**src/rtl/rf68000_nic_initiator.sv**
```systemverilog
// Single-outstanding bus initiator: ring requests become cyc/stb cycles on the arbiter NIC port.
// nic_cyc rises one cycle after acceptance; responses are held until rsp_ready; a timeout and a minimum idle gap follow.
module rf68000_nic_initiator #(
  parameter int unsigned TIMEOUT  = 256,
  parameter int unsigned GAP      = 2,
  parameter logic [31:0] ERR_DATA = 32'hDEADBEEF
) (
  input  logic        clk_i,
  input  logic        rst_ni,
  input  logic        req_valid,
  output logic        req_ready,
  input  logic        req_we,
  input  logic [3:0]  req_sel,
  input  logic [31:0] req_adr,
  input  logic [31:0] req_dat,
  output logic        rsp_valid,
  input  logic        rsp_ready,
  output logic [31:0] rsp_dat,
  output logic        rsp_err,
  output logic        nic_cyc,
  output logic        nic_stb,
  output logic        nic_we,
  output logic [3:0]  nic_sel,
  output logic [31:0] nic_adr,
  output logic [31:0] nic_dato,
  input  logic [31:0] nic_dati,
  input  logic        nic_ack
);

  typedef enum logic [1:0] {S_IDLE, S_BUS, S_RSP, S_GAP} state_t;

  localparam logic [15:0] TMO_LAST = 16'(TIMEOUT - 1);
  localparam logic [15:0] GAP_LAST = 16'(GAP - 1);

  state_t      state_q;
  logic [15:0] tmo_q, tmo_d;
  logic [15:0] gap_q, gap_d;
  logic        rsp_valid_q, rsp_err_q;
  logic [31:0] rsp_dat_q;
  logic        nic_cyc_q, nic_stb_q, nic_we_q;
  logic [3:0]  nic_sel_q;
  logic [31:0] nic_adr_q, nic_dato_q;

  assign tmo_d = tmo_q + 16'd1;
  assign gap_d = (gap_q == 16'hFFFF) ? gap_q : gap_q + 16'd1;

  assign req_ready = rst_ni && (state_q == S_IDLE);
  assign rsp_valid = rsp_valid_q;
  assign rsp_dat   = rsp_dat_q;
  assign rsp_err   = rsp_err_q;
  assign nic_cyc   = nic_cyc_q;
  assign nic_stb   = nic_stb_q;
  assign nic_we    = nic_we_q;
  assign nic_sel   = nic_sel_q;
  assign nic_adr   = nic_adr_q;
  assign nic_dato  = nic_dato_q;

  always_ff @(posedge clk_i) begin
    if (!rst_ni) begin
      state_q     <= S_IDLE;
      tmo_q       <= '0;
      gap_q       <= '0;
      rsp_valid_q <= 1'b0;
      rsp_err_q   <= 1'b0;
      rsp_dat_q   <= '0;
      nic_cyc_q   <= 1'b0;
      nic_stb_q   <= 1'b0;
      nic_we_q    <= 1'b0;
      nic_sel_q   <= '0;
      nic_adr_q   <= '0;
      nic_dato_q  <= '0;
    end else begin
      case (state_q)
        S_IDLE: begin
          if (req_valid) begin
            nic_cyc_q  <= 1'b1;
            nic_stb_q  <= 1'b1;
            nic_we_q   <= req_we;
            nic_sel_q  <= req_sel;
            nic_adr_q  <= req_adr;
            nic_dato_q <= req_dat;
            tmo_q      <= '0;
            state_q    <= S_BUS;
          end
        end
        S_BUS: begin
          // An ack arriving on the timeout cycle still completes normally.
          if (nic_ack || tmo_q == TMO_LAST) begin
            rsp_dat_q   <= nic_ack ? (nic_we_q ? 32'd0 : nic_dati) : ERR_DATA;
            rsp_err_q   <= !nic_ack;
            rsp_valid_q <= 1'b1;
            nic_cyc_q   <= 1'b0;
            nic_stb_q   <= 1'b0;
            nic_we_q    <= 1'b0;
            nic_sel_q   <= '0;
            state_q     <= S_RSP;
          end else begin
            tmo_q <= tmo_d;
          end
        end
        S_RSP: begin
          if (rsp_ready) begin
            rsp_valid_q <= 1'b0;
            gap_q       <= '0;
            state_q     <= S_GAP;
          end
        end
        S_GAP: begin
          // A lingering ack from the arbiter keeps us idle until it clears.
          if (gap_q >= GAP_LAST && !nic_ack) begin
            state_q <= S_IDLE;
          end else begin
            gap_q <= gap_d;
          end
        end
        default: state_q <= S_IDLE;
      endcase
    end
  end

endmodule

```
**config.mk**
```make
export PLATFORM = sky130hd
export DESIGN_NAME = rf68000_nic_initiator
export DESIGN_NICKNAME = d
export VERILOG_FILES = /design/src/rtl/rf68000_nic_initiator.sv
export SDC_FILE = /design/constraint.sdc
export NUM_CORES = 1
export LEC_CHECK = 0
export BUFFER_PORTS_ARGS = -buffer_cell sky130_fd_sc_hd__buf_4
export CAP_MARGIN = 30
export CORE_MARGIN = 2
export CORE_UTILIZATION = 45
export DETAILED_ROUTE_END_ITERATION = 8
export PLACE_DENSITY = 0.77
export SYNTH_ARGS = -nofsm -noshare
export SYNTH_HDL_FRONTEND = slang
export SYNTH_SLANG_ARGS = --single-unit
```
**constraint.sdc**
```tcl
create_clock -name clk_i -period 2.8 [get_ports clk_i]
set_input_delay 0 -clock clk_i [delete_from_list [all_inputs] [get_ports clk_i]]
set_output_delay 0 -clock clk_i [all_outputs]
set_load 0.05 [all_outputs]
```
Word level (Yosys, flattened, before mapping). Cells that the tools add are included.

Divide/modulo/power cells: 0. Reduce and logical (&&, ||, !) cells: 15. Eq/ne operators: 12. Muxes and demuxes: 25. Bitwise operators: 0. Multipliers: 0. Shift-type cells: 0. Order comparisons: 1. $add $sub $neg: 2.

Operators by type and width (number): $mux 16 (5); $mux 32 (2); $pmux 16 s2 (2); $add 16x1->16 const B (2); $eq 16x16->1 const B (1); $eq 16x8->1 const B (1); $ge 16x1->1 const B (1); $ne 2x2->1 const B (7); $reduce_and 3->1 (3); $mux 2 (4); $mux 4 (2); $pmux 2 s4 (1); $pmux 4 s2 (1); $reduce_and 4->1 (2); $pmux 1 s2 (3); $reduce_bool 2->1 (3); $mux 1 (5); $eq 2x2->1 const B (2); $reduce_and 2->1 (2); $eq 2x1->1 const B (1); $logic_and 1x1->1 (2); $logic_not 2->1 (1); $logic_not 1->1 (1); $logic_or 1x1->1 (1).

Bits in writable memories: 0. Register bits: 138. ROM bits: 0. Word-level logic and storage cells: 66. Memories kept: 0. Input bits: 106. Latch bits: 0. Output and inout bits: 106.

Depth between registers and ports, before layout.
Depth after elaboration: 4. Depth in mapped cells: 8. Gate-level depth less buffers: 7.

Worst setup path after synthesis. OpenSTA, ideal clock, no wires.

Path type: register to register. Start: register gap_q[1]. End: register gap_q[15]. Library setup time: 72 ps. Setup slack: 209 ps. Stages on the path, launching flop included: 9. Required time: 2728 ps. Arrival time: 2519 ps. Clock period less this slack: 2591 ps. Buffers on the path: 1. Path through: dfxtp_1 inv_1 ha_1 or4_1 o41a_1 or4_1 buf_2 or3_1 a21oi_1.

Word-level cells in the longest chain between the ends: 4. Elaborated cells on any way between the ends: 10. Classes of those cells: add/sub: 1; order compare: 1; eq/ne: 3; mux: 3; reduce/logical: 2.

Ends and longest elaborated chain: start, declared (line 37) `logic [15:0] gap_q, gap_d;`; start signal, assigned (line 113) `gap_q <= gap_d;`; $add 16x1->16 / $ge 16x1->1 (equally long branches) (line 45, 110); $mux 16 / $logic_and 1x1->1 (equally long branches) (line 45, 110); $mux 16 / $ne 2x2->1 (equally long branches); $pmux 16 s2 / $reduce_and 4->1 (equally long branches).

Several ways; a longest one is shown, not always the timed one. The select of a mux whose other input is x is not followed. A chain may end at the register's enable or synchronous reset.

Worst setup path after layout.
Start: register gap_q[0]. End: register gap_q[9].

The elaborated chain is that of the path after synthesis.

==> impl_metrics.csv <==
group,metric,value,unit
status,status,"finished clean",
power,powerDensity,828,mW/mm2
min_path,min_path_cells,3,
setup_path,reg2reg_slack,0.12,ns
drt,vias_per_cell,5.35,
die,ios,212,
cts,cts_made_buffers,17,
final_layout,multi_input_area,0.00281,mm2
cts,clk_path_buf_depth,2,
timing,hold_violations,0,
setup_path,rr_worst_depth,7,
timing,finClkSkew,0.00769,ns
die,die-area,0.0138,mm2
die,design.core.area,0.0126,mm2
timing,slew_viol_final,0,
grt,grt_pass1_wl,31000,um
placement,dp_hpwl,11000,um
run,drv_cap,0,
setup_path,critPathArrivalTime,3.03,ns
final_layout,areaGrowthSynthToFinish,58.9,%
timing,rsz0062_at_grt,"no",
setup_path,required,3.15,ns
timing,layout_min_cycle_time,2.68,ns
cts,h-tree-depth,4,
drt,vias,6153,
die,die_y,117,um
min_path,min_from,"nic_dati[21]",
die,start_util,46.0,%
die,floorplan.rows,41,
drt,drc,0,
grt,grt_remaining_overflow,0,
grt,grtUsageTotal,27.7,%
logic_synthesis,synth_area_per_cell,8.80,um2
final_layout,layout.nets,1079,
drt,postRouteAntennaNets,0,
timing,finalSetupViolCount,0,
final_layout,drive_gt1_share,29.6,%
final_layout,fillers,847,
setup_path,startpoint_type,"flop",
cts,cts_num_sinks,138,
min_path,hp-class,"in -> reg",
logic_synthesis,synth_seq_cells,138,
grt,antenna_found_initial,1,
power,p_leak,3.81,nW
setup_path,cp_max_fo,10,
timing,slew_headroom,44.5,%
cts,clk_pin_slew_worst_paths,0.06,ns
logic_synthesis,syn_area,0.00578,mm2
power,peakVddDrop,0.000559,V
setup_path,critical_path_class,"reg -> reg",
logic_synthesis,syn_nets,772,
final_layout,ff_latch_area,0.00276,mm2
setup_path,reg2reg_from,"gap_q[0]",
grt,grt_pass1_vias,6307,
setup_path,critPathCaptureType,"flop",
logic_synthesis,netlist_instances,657,
timing,setup_tns,0,ns
drt,wire_per_inst,16.7,um
timing,period_share,95.6,%
timing,max_freq,374,MHz
drt,dr.pass1.iters,5,
cts,insertion_delay,0.42,ns
setup_path,rr_endpoint,"gap_q[9]",
drt,drt_first_iter_violations,340,
cts,cts_tree,"yes",
placement,dpl.cell_count,1009,
cts,root_buffer,"clkbuf_16",
timing,tightest_slew,0.820,ns
final_layout,fin_cells,1150,
placement,io_buffer_count,211,
placement,gp_congestion,0.941,
grt,grt_max_degree,65,
logic_synthesis,synth-seq-area-share,47.8,%
die,die_x,117,um
min_path,hold_end,"rsp_dat[21]",
drt,drt-total-wl,19200,um
logic_synthesis,yosysUniqueCellTypes,42,
logic_synthesis,synth_warnings,0,
## cell type report
cell class / instances / share of cell area (%)
Antenna cell: 1 / 0.0272
Clock buffer: 18 / 4.78
Clock inverter: 14 / 1.35
Inverter: 15 / 0.613
Multi-Input combinational cell: 461 / 30.6
Sequential cell: 138 / 30.1
Tap cell: 172 / 2.34
Timing Repair Buffer: 331 / 30.2
## sequential cells by signal, indices dropped and copies added, names as in the netlist, 2 cells and up
register / cells
rsp_dat: 32
nic_adr: 32
nic_sel: 4
state_q: 2
nic_dato: 32
tmo_q: 16
gap_q: 16
## per-layer routing
metal	global-route usage (%)	routed length, um
met3	8.56	1360
met1	30.7	7500
met2	48.0	9640
met4	13.6	702
met5	0	0
## cells in the final DEF, fill, tap and decap left out, types with 3 or more instances in the layout
master | synthesis | final
a21oi_1 | 19 | 19
buf_4 | 1 | 222
clkinv_2 | 0 | 3
a21boi_0 | 76 | 76
o31ai_1 | 4 | 4
o221a_2 | 24 | 24
nor2b_1 | 30 | 30
dfxtp_1 | 138 | 138
a22oi_1 | 5 | 5
xor2_1 | 3 | 3
nand3_1 | 14 | 14
nand4b_1 | 8 | 8
ha_1 | 9 | 9
nor2_1 | 19 | 19
clkinvlp_4 | 0 | 7
nor4_1 | 3 | 3
mux2i_1 | 4 | 4
or4_1 | 10 | 9
dlygate4sd3_1 | 0 | 108
xnor2_1 | 12 | 12
inv_1 | 15 | 15
a211oi_1 | 3 | 3
nand4_1 | 11 | 11
clkbuf_16 | 0 | 17
or3_1 | 10 | 10
o21ai_0 | 15 | 15
nand2_1 | 157 | 156
## Yosys cell counts
master / instances / area (um2)
a211oi_1: 3 / 22.5
a21boi_0: 76 / 571
a21oi_1: 19 / 95.1
a22oi_1: 5 / 37.5
and2_1: 3 / 18.8
and2b_2: 1 / 8.76
and3_1: 2 / 12.5
and3_2: 1 / 7.51
and4_1: 2 / 17.5
buf_2: 1 / 5.00
buf_4: 1 / 7.51
clkbuf_1: 41 / 154
dfxtp_1: 138 / 2760
ha_1: 9 / 113
inv_1: 15 / 56.3
mux2_2: 1 / 11.3
mux2i_1: 4 / 40.0
nand2_1: 157 / 589
nand3_1: 14 / 70.1
nand4_1: 11 / 68.8
nand4b_1: 8 / 70.1
nor2_1: 19 / 71.3
nor2b_1: 30 / 188
nor3_1: 2 / 10.0
nor4_1: 3 / 18.8
nor4b_1: 1 / 8.76
o211a_1: 1 / 10.0
o211ai_1: 1 / 7.51
o21ai_0: 15 / 75.1
o221a_2: 24 / 270
o22ai_1: 2 / 12.5
o31ai_1: 4 / 30.0
o41a_1: 1 / 11.3
o41ai_1: 3 / 26.3
or2_2: 1 / 6.26
or3_1: 10 / 62.6
or4_1: 10 / 75.1
or4_2: 1 / 8.76
or4b_1: 1 / 10.0
or4b_2: 1 / 10.0
xnor2_1: 12 / 105
xor2_1: 3 / 26.3
## power by group
group	leakage (nW)	total [mW]	internal [mW]	switching, mW
sequential	1.13	2.47	2.27	0.201
combinational	2.43	3.00	0.980	2.02
clock	0.257	2.14	1.24	0.897
## critical path, cell delays in order (launching register included)
cell     delay, ns
dfxtp_1       0.37
inv_1         0.10
ha_1          0.14
or4b_1        0.49
o41a_1        0.46
or4_4         0.57
or3_1         0.33
a21oi_1       0.14
## timing repair
| item | in CTS | in global routing |
|---|---|---|
| hold buffers | 108 | 0 |
| setup endpoints to repair | 0 | 5 |
| buffers inserted | 0 | 0 |
| endpoints found under the hold margin | 100 | 0 |
| resized for setup | 0 | 1 |
## cells by family after synthesis
group           count (synthesis)  synth area share, %
compound gates                154                 20.2
xor+xnor                       15                 2.27
fa+ha+maj                       9                 1.95
buf+inv                        58                 3.85
flops                         138                 47.8
mux                             5                0.887
simple gates                  278                 23.0
## worst max path at each step
| stage | start | to | slack [ns] | cells past startpoint |
|---|---|---|---|---|
| floorplan | gap_q[1] | gap_q[15] | 0.21 | 8 |
| detailed placement | gap_q[0] | gap_q[9] | 0.04 | 7 |
| global placement | gap_q[0] | gap_q[7] | 0.14 | 7 |
| global route | gap_q[0] | gap_q[7] | 0.01 | 7 |
| finish | gap_q[0] | gap_q[9] | 0.12 | 7 |
| CTS | gap_q[0] | gap_q[9] | 0.03 | 7 |
## through the flow
stage	utilization (%)	worst slack (ns)	hold slack, ns	power [mW]	instance area (um2)
2_1_floorplan	-	0.209	0.145	4.40	5780
3_3_place_gp	59.7	0.137	0.261	5.20	7510
3_5_place_dp	60.0	0.0393	0.268	5.29	7540
4_1_cts	73.0	0.0335	0.00263	7.56	9180
5_1_grt	73.1	0.0116	0.00986	7.92	9190
6_report	73.1	0.123	0.00971	7.61	9190
(Power assumes the default switching activity.)
